[src/rtl/hazard_pkg.sv]
// Shared types and defaults for the pipeline hazard unit and its multiplier scoreboard.
package hazard_pkg;

  localparam int RA_W_DEF    = 4;
  localparam int NREG_DEF    = 16;
  localparam int NRD_DEF     = 3;
  localparam int MUL_LAT_DEF = 3;
  localparam int PC_REG      = NREG_DEF - 1;
  localparam int CNT_W       = 4;

  typedef enum logic [1:0] {
    FWD_RF  = 2'b00,
    FWD_WB  = 2'b01,
    FWD_M   = 2'b10,
    FWD_MUL = 2'b11
  } fwd_sel_e;

endpackage

[src/rtl/mul_scoreboard.sv]
// Tracks the single in-flight multi-cycle multiply: latency counter, destination, pending bits,
// and the decode-stage RAW/WAW and structural stall terms derived from them.
module mul_scoreboard
  import hazard_pkg::*;
#(
  parameter int RA_W    = RA_W_DEF,
  parameter int NREG    = NREG_DEF,
  parameter int NRD     = NRD_DEF,
  parameter int MUL_LAT = MUL_LAT_DEF
) (
  input  logic                clk,
  input  logic                rst_n,
  input  logic                MulIssueE,
  input  logic [RA_W-1:0]     wa3E,
  input  logic [NRD*RA_W-1:0] raD,
  input  logic [RA_W-1:0]     wa3D,
  input  logic                RegWriteD,
  input  logic                MulD,
  output logic                MulBusy,
  output logic                MulDone,
  output logic [RA_W-1:0]     MulDst,
  output logic                sbStallD,
  output logic                mulStallD
);

  localparam logic [RA_W-1:0] PC_IDX = RA_W'(NREG - 1);

  logic [CNT_W-1:0] cnt_q, cnt_d;
  logic [RA_W-1:0]  dst_q, dst_d;
  logic [NREG-1:0]  pend_q, pend_d;
  logic             issue_ok;

  assign MulBusy  = (cnt_q != '0);
  assign MulDone  = (cnt_q == CNT_W'(1));
  assign MulDst   = dst_q;
  // A new issue is allowed in the cycle the previous result retires.
  assign issue_ok = MulIssueE && (cnt_q <= CNT_W'(1));

  always_comb begin
    cnt_d  = cnt_q;
    dst_d  = dst_q;
    pend_d = pend_q;
    if (issue_ok) begin
      cnt_d = CNT_W'(MUL_LAT);
      dst_d = wa3E;
    end else if (MulBusy) begin
      cnt_d = cnt_q - CNT_W'(1);
    end
    if (MulDone) pend_d[dst_q] = 1'b0;
    // Set after clear so a re-issue to the same destination stays pending.
    if (issue_ok && (wa3E != PC_IDX)) pend_d[wa3E] = 1'b1;
  end

  always_ff @(posedge clk or negedge rst_n) begin
    if (!rst_n) begin
      cnt_q  <= '0;
      dst_q  <= '0;
      pend_q <= '0;
    end else begin
      cnt_q  <= cnt_d;
      dst_q  <= dst_d;
      pend_q <= pend_d;
    end
  end

  always_comb begin
    sbStallD = RegWriteD && pend_q[wa3D];
    for (int i = 0; i < NRD; i++) begin
      if (pend_q[raD[i*RA_W +: RA_W]] && !(MulDone && (raD[i*RA_W +: RA_W] == dst_q)))
        sbStallD = 1'b1;
    end
  end

  assign mulStallD = MulD && MulBusy && (cnt_q > CNT_W'(1));

endmodule

[src/rtl/hazard_unit_sb.sv]
// Hazard unit for the 5-stage pipeline: E-stage operand forwarding selects plus the
// decode/fetch stall and flush combine, with a scoreboarded multi-cycle multiplier.
module hazard_unit_sb
  import hazard_pkg::*;
#(
  parameter int RA_W    = RA_W_DEF,
  parameter int NREG    = NREG_DEF,
  parameter int NRD     = NRD_DEF,
  parameter int MUL_LAT = MUL_LAT_DEF
) (
  input  logic                clk,
  input  logic                rst_n,
  input  logic                RegWriteM,
  input  logic                RegWriteWB,
  input  logic [NRD*RA_W-1:0] raE,
  input  logic [RA_W-1:0]     wa3M,
  input  logic [RA_W-1:0]     wa3WB,
  output logic [NRD*2-1:0]    fwdE,
  input  logic [NRD*RA_W-1:0] raD,
  input  logic [RA_W-1:0]     wa3D,
  input  logic                RegWriteD,
  input  logic                MulD,
  input  logic                MemtoRegE,
  input  logic [RA_W-1:0]     wa3E,
  input  logic                MulIssueE,
  input  logic                PCSrcD,
  input  logic                PCSrcE,
  input  logic                PCSrcM,
  input  logic                PCSrcWB,
  input  logic                BranchTakenE,
  output logic                StallF,
  output logic                StallD,
  output logic                FlushD,
  output logic                FlushE,
  output logic                MulBusy,
  output logic                MulDone,
  output logic [RA_W-1:0]     MulDst
);

  localparam logic [RA_W-1:0] PC_IDX = RA_W'(NREG - 1);

  logic sbStallD, mulStallD, ldrStallD, hzD, PCWrPendingF;

  mul_scoreboard #(
    .RA_W   (RA_W),
    .NREG   (NREG),
    .NRD    (NRD),
    .MUL_LAT(MUL_LAT)
  ) u_sb (
    .clk      (clk),
    .rst_n    (rst_n),
    .MulIssueE(MulIssueE),
    .wa3E     (wa3E),
    .raD      (raD),
    .wa3D     (wa3D),
    .RegWriteD(RegWriteD),
    .MulD     (MulD),
    .MulBusy  (MulBusy),
    .MulDone  (MulDone),
    .MulDst   (MulDst),
    .sbStallD (sbStallD),
    .mulStallD(mulStallD)
  );

  always_comb begin
    fwdE = '0;
    if (rst_n) begin
      for (int i = 0; i < NRD; i++) begin
        if (raE[i*RA_W +: RA_W] != PC_IDX) begin
          if (RegWriteM && (raE[i*RA_W +: RA_W] == wa3M))
            fwdE[2*i +: 2] = FWD_M;
          else if (RegWriteWB && (raE[i*RA_W +: RA_W] == wa3WB))
            fwdE[2*i +: 2] = FWD_WB;
          else if (MulDone && (raE[i*RA_W +: RA_W] == MulDst))
            fwdE[2*i +: 2] = FWD_MUL;
        end
      end
    end
  end

  always_comb begin
    ldrStallD = 1'b0;
    for (int i = 0; i < NRD; i++) begin
      if (MemtoRegE && (raD[i*RA_W +: RA_W] == wa3E)) ldrStallD = 1'b1;
    end
  end

  assign hzD          = ldrStallD | sbStallD | mulStallD;
  assign PCWrPendingF = PCSrcD | PCSrcE | PCSrcM;

  // Reset holds D/E cleared and releases all stalls.
  assign StallF = rst_n & (hzD | PCWrPendingF);
  assign StallD = rst_n & hzD;
  assign FlushE = !rst_n | hzD | BranchTakenE;
  assign FlushD = !rst_n | PCWrPendingF | PCSrcWB | BranchTakenE;

endmodule

[config.mk]
export PLATFORM = sky130hd
export DESIGN_NAME = hazard_unit_sb
export DESIGN_NICKNAME = d
export VERILOG_FILES = /design/src/rtl/hazard_pkg.sv /design/src/rtl/mul_scoreboard.sv /design/src/rtl/hazard_unit_sb.sv
export SDC_FILE = /design/constraint.sdc
export NUM_CORES = 1
export LEC_CHECK = 0
export CELL_PAD_IN_SITES_DETAIL_PLACEMENT = 1
export CELL_PAD_IN_SITES_GLOBAL_PLACEMENT = 2
export CORE_UTILIZATION = 29
export CTS_BUF_LIST = sky130_fd_sc_hd__clkbuf_8
export DETAILED_ROUTE_END_ITERATION = 7
export PLACE_DENSITY = 0.84
export SLEW_MARGIN = 20
export SYNTH_ARGS = -nofsm -noshare
export SYNTH_HDL_FRONTEND = slang
export SYNTH_SLANG_ARGS = --single-unit
[constraint.sdc]
create_clock -name clk -period 3.3 [get_ports clk]
set_input_delay 0.99 -clock clk [delete_from_list [all_inputs] [get_ports clk]]
set_output_delay 0.99 -clock clk [all_outputs]
set_load 0.01 [all_outputs]
==> out/results.ini <==
[status]
status=finished with violations
violations=setup timing

[power_and_ir_drop]
ir_drop_v=0.000367
power.share.switching_pct=42.8
finalPower_uw=2110
p_sw_uw=904
power_frac_comb_pct=58.8
power.leakage_uw=0.00154
pwr-share-clk_pct=12.6
pwr-share-seq_pct=28.6
powerDensity_nw_per_um2=576
intPower_uw=1210

[global_routing]
antenna_found_initial=0
grt_start_max_net_pins=25
grt_pass1_vias=2707
grt_usage_pct=21.5
grt.overflow.total=0
grt_pass1_wl_mm=14.6

[worst_setup_path]
critPathMaxFanout=4
crit_required_ns=2.31
crit_buf_inv=3
cpPeakStageDelay_ns=0.28
path_cells=clkdlybuf4s15_1, buf_6, mux4_2, mux2i_1, mux2i_1, a22oi_2, a41oi_2, buf_2
cp_slowest_cell=mux4_2
critical-path-top-delay-family=multiplexers
startpoint_type=input pin
cp_data_arrival_time_ns=2.43
crit_type=input pin to output port
cpMostUsedCell=mux2i_1
cp-end-kind=output port

[synth]
synth_area_leaders=dfrtp_1 (24%), xor2_1 (14%), mux4_2 (12%)
netlist.area_leader.share_pct=24.0
async_flop_share_pct=100
ys.flop_type=dfrtp_1
avgSynthCellArea_um2=8.97
synth_nets=335
synth_cells=279
synth-edff-count=0
synth_seq_area_share_pct=24.0
ys_ff_latch=24
synth_top_area_cell=dfrtp_1
syn_area_um2=2500
synth_cell_types=38
ys_warn_count=0

[sta]
tightest_slew_ns=0.537
rsz0062_at_grt=true
period_share_pct=104
setup_viol=3
min_period_ns=3.42
skew_ns=0.0145
finalHoldViolations=0
drv_slew=0
relSlewSlack_pct=64.1
fmax_ghz=0.292
final.setup.worst_slack_ns=-0.120

[drt]
routedWlPerCell_um=19.8
wl_met3_um=382
drt_first_pass_iters=4
finalWirelength_mm=9.53
drtIter0Drc=123
met1Wirelength_mm=4.31
highest_layer=met4
vias_per_cell=5.34
route.detailed.drc=0
routed-via-count=2567
antenna_left=0
wl_met2_mm=4.70

[cts]
clkSinkCount=24
cts_buffer_depth=2
insertion_delay_ns=0.28
htreeDepth=1
cts_buffers=3
cts_tree=done
cts_hold_buf=0
clock-root-buffer=clkbuf_8
path_clk_slew_ns=0.08

[placed_design]
gp_congestion=0.867
dp_cells=477
dp_hpwl_mm=7.32
io_buffers=68
dpl_cell_area_um2=3550

[final_layout]
n_antenna_cell=0
area_growth_pct=46.5
drive_gt1_share_pct=32.7
fin_cells=481
stdcell_area_um2=3670
nets=433
post-route-util_pct=44.2

[floorplan]
core_um2=8300
die_w_um=94.9
rows=33
die-area_um2=9000
die_y_um=94.9
initial_utilization_pct=30.2
ios=69

[min_path]
hp-class=flop to flop

[run]
max-cap-violations=0

Yosys cell counts, types with 8 or more instances:
master and n:
nor2_1 10, nor3_1 9, nand2_1 28, xor2_1 39
nand4_1 8, xnor2_1 24, mux2i_1 9, mux4_2 13
o21ai_0 26, dfrtp_1 24, buf_2 12
metrics by stage:
step	setup WS (ns)	setup TNS, ns	hold slack, ns
2_1_floorplan	0.0724	0	0.503
5_1_grt	-0.225	-0.641	0.625
3_5_place_dp	-1.13	-7.07	0.552
6_report	-0.120	-0.311	0.569
4_1_cts	-0.217	-0.621	0.575
3_3_place_gp	-1.13	-6.84	0.546
final timing paths:
path,start,to,slack [ns],depth (start not counted)
min in group asynchronous,rst_n,u_sb.cnt_q[3]$_DFFE_PN0P_,1.02,2
worst min register to register,u_sb.cnt_q[1]$_DFFE_PN0P_,u_sb.cnt_q[1]$_DFFE_PN0P_,0.57,2
worst max-delay path,raD[9],StallF,-0.12,8
max in group asynchronous,rst_n,u_sb.pend_q[14]$_DFF_PN0_,2.02,2
worst max register to register,u_sb.cnt_q[0]$_DFFE_PN0P_,u_sb.pend_q[7]$_DFF_PN0_,1.38,8
worst min-delay path,u_sb.cnt_q[1]$_DFFE_PN0P_,u_sb.cnt_q[1]$_DFFE_PN0P_,0.57,2
worst min-delay path, stage by stage (launching register included):
cell and delay (ns):
dfrtp_1 0.37, o21ai_0 0.10, nand2_1 0.07
power by group through the flow:
stage                     combinational, µW  clock (µW)  sequential [µW]
final                                  1240         267              604
after global routing                   1360         285              618
after CTS                              1220         271              600
after detailed placement               1200           0              607
after global placement                 1160           0              600
after floorplan                         725           0              521
sequential cells by signal, indices dropped and copies added (netlist names):
register     cells
u_sb.MulDst      4
u_sb.cnt_q       4
u_sb.pend_q     16
layer usage:
metal  global-route usage, %  vias up
met3                    1.21       14
met2                    36.5       65
met4                    4.29        0
li1                        -     1195
met1                    30.2     1293
met5                       0        -
layout make-up:
type	count	area [µm²]
Clock buffer	3	41.3
Clock inverter	1	30.0
Fill cell	979	4630
Inverter	6	22.5
Multi-Input combinational cell	230	1930
Sequential cell	24	601
Tap cell	105	131
Timing Repair Buffer	112	908
cell usage in the layout (no fill, tap or decap), types with 7 or more instances in the layout:
master and n:
clkbuf_2 11, xnor2_1 22, xor2_1 39, o21ai_0 24, nand2_1 27, dlygate4sd2_1 15
nand3_1 7, nor2_1 9, buf_2 12, mux2i_1 9, nand4_1 8, clkdlybuf4s50_1 18
buf_4 42, mux4_2 14, dfrtp_1 24
repair_timing:
action / in CTS / in global routing
pin swaps: 19 / 17
buffers inserted: 0 / 1
hold endpoints to repair: 0 / 0
resized for setup: 116 / 51
endpoints found under the setup margin: 10 / 10
cells by family (layout without fill, tap and decap cells):
logic type	after synthesis	after routing	synth area share, %
fa+ha+maj	3	3	1.50
xor+xnor	63	63	22.1
mux	25	25	17.3
buf+inv	25	122	4.65
simple gates	91	91	18.4
compound gates	48	48	12.2
flops	24	24	24.0
(Power assumes the default switching activity.)
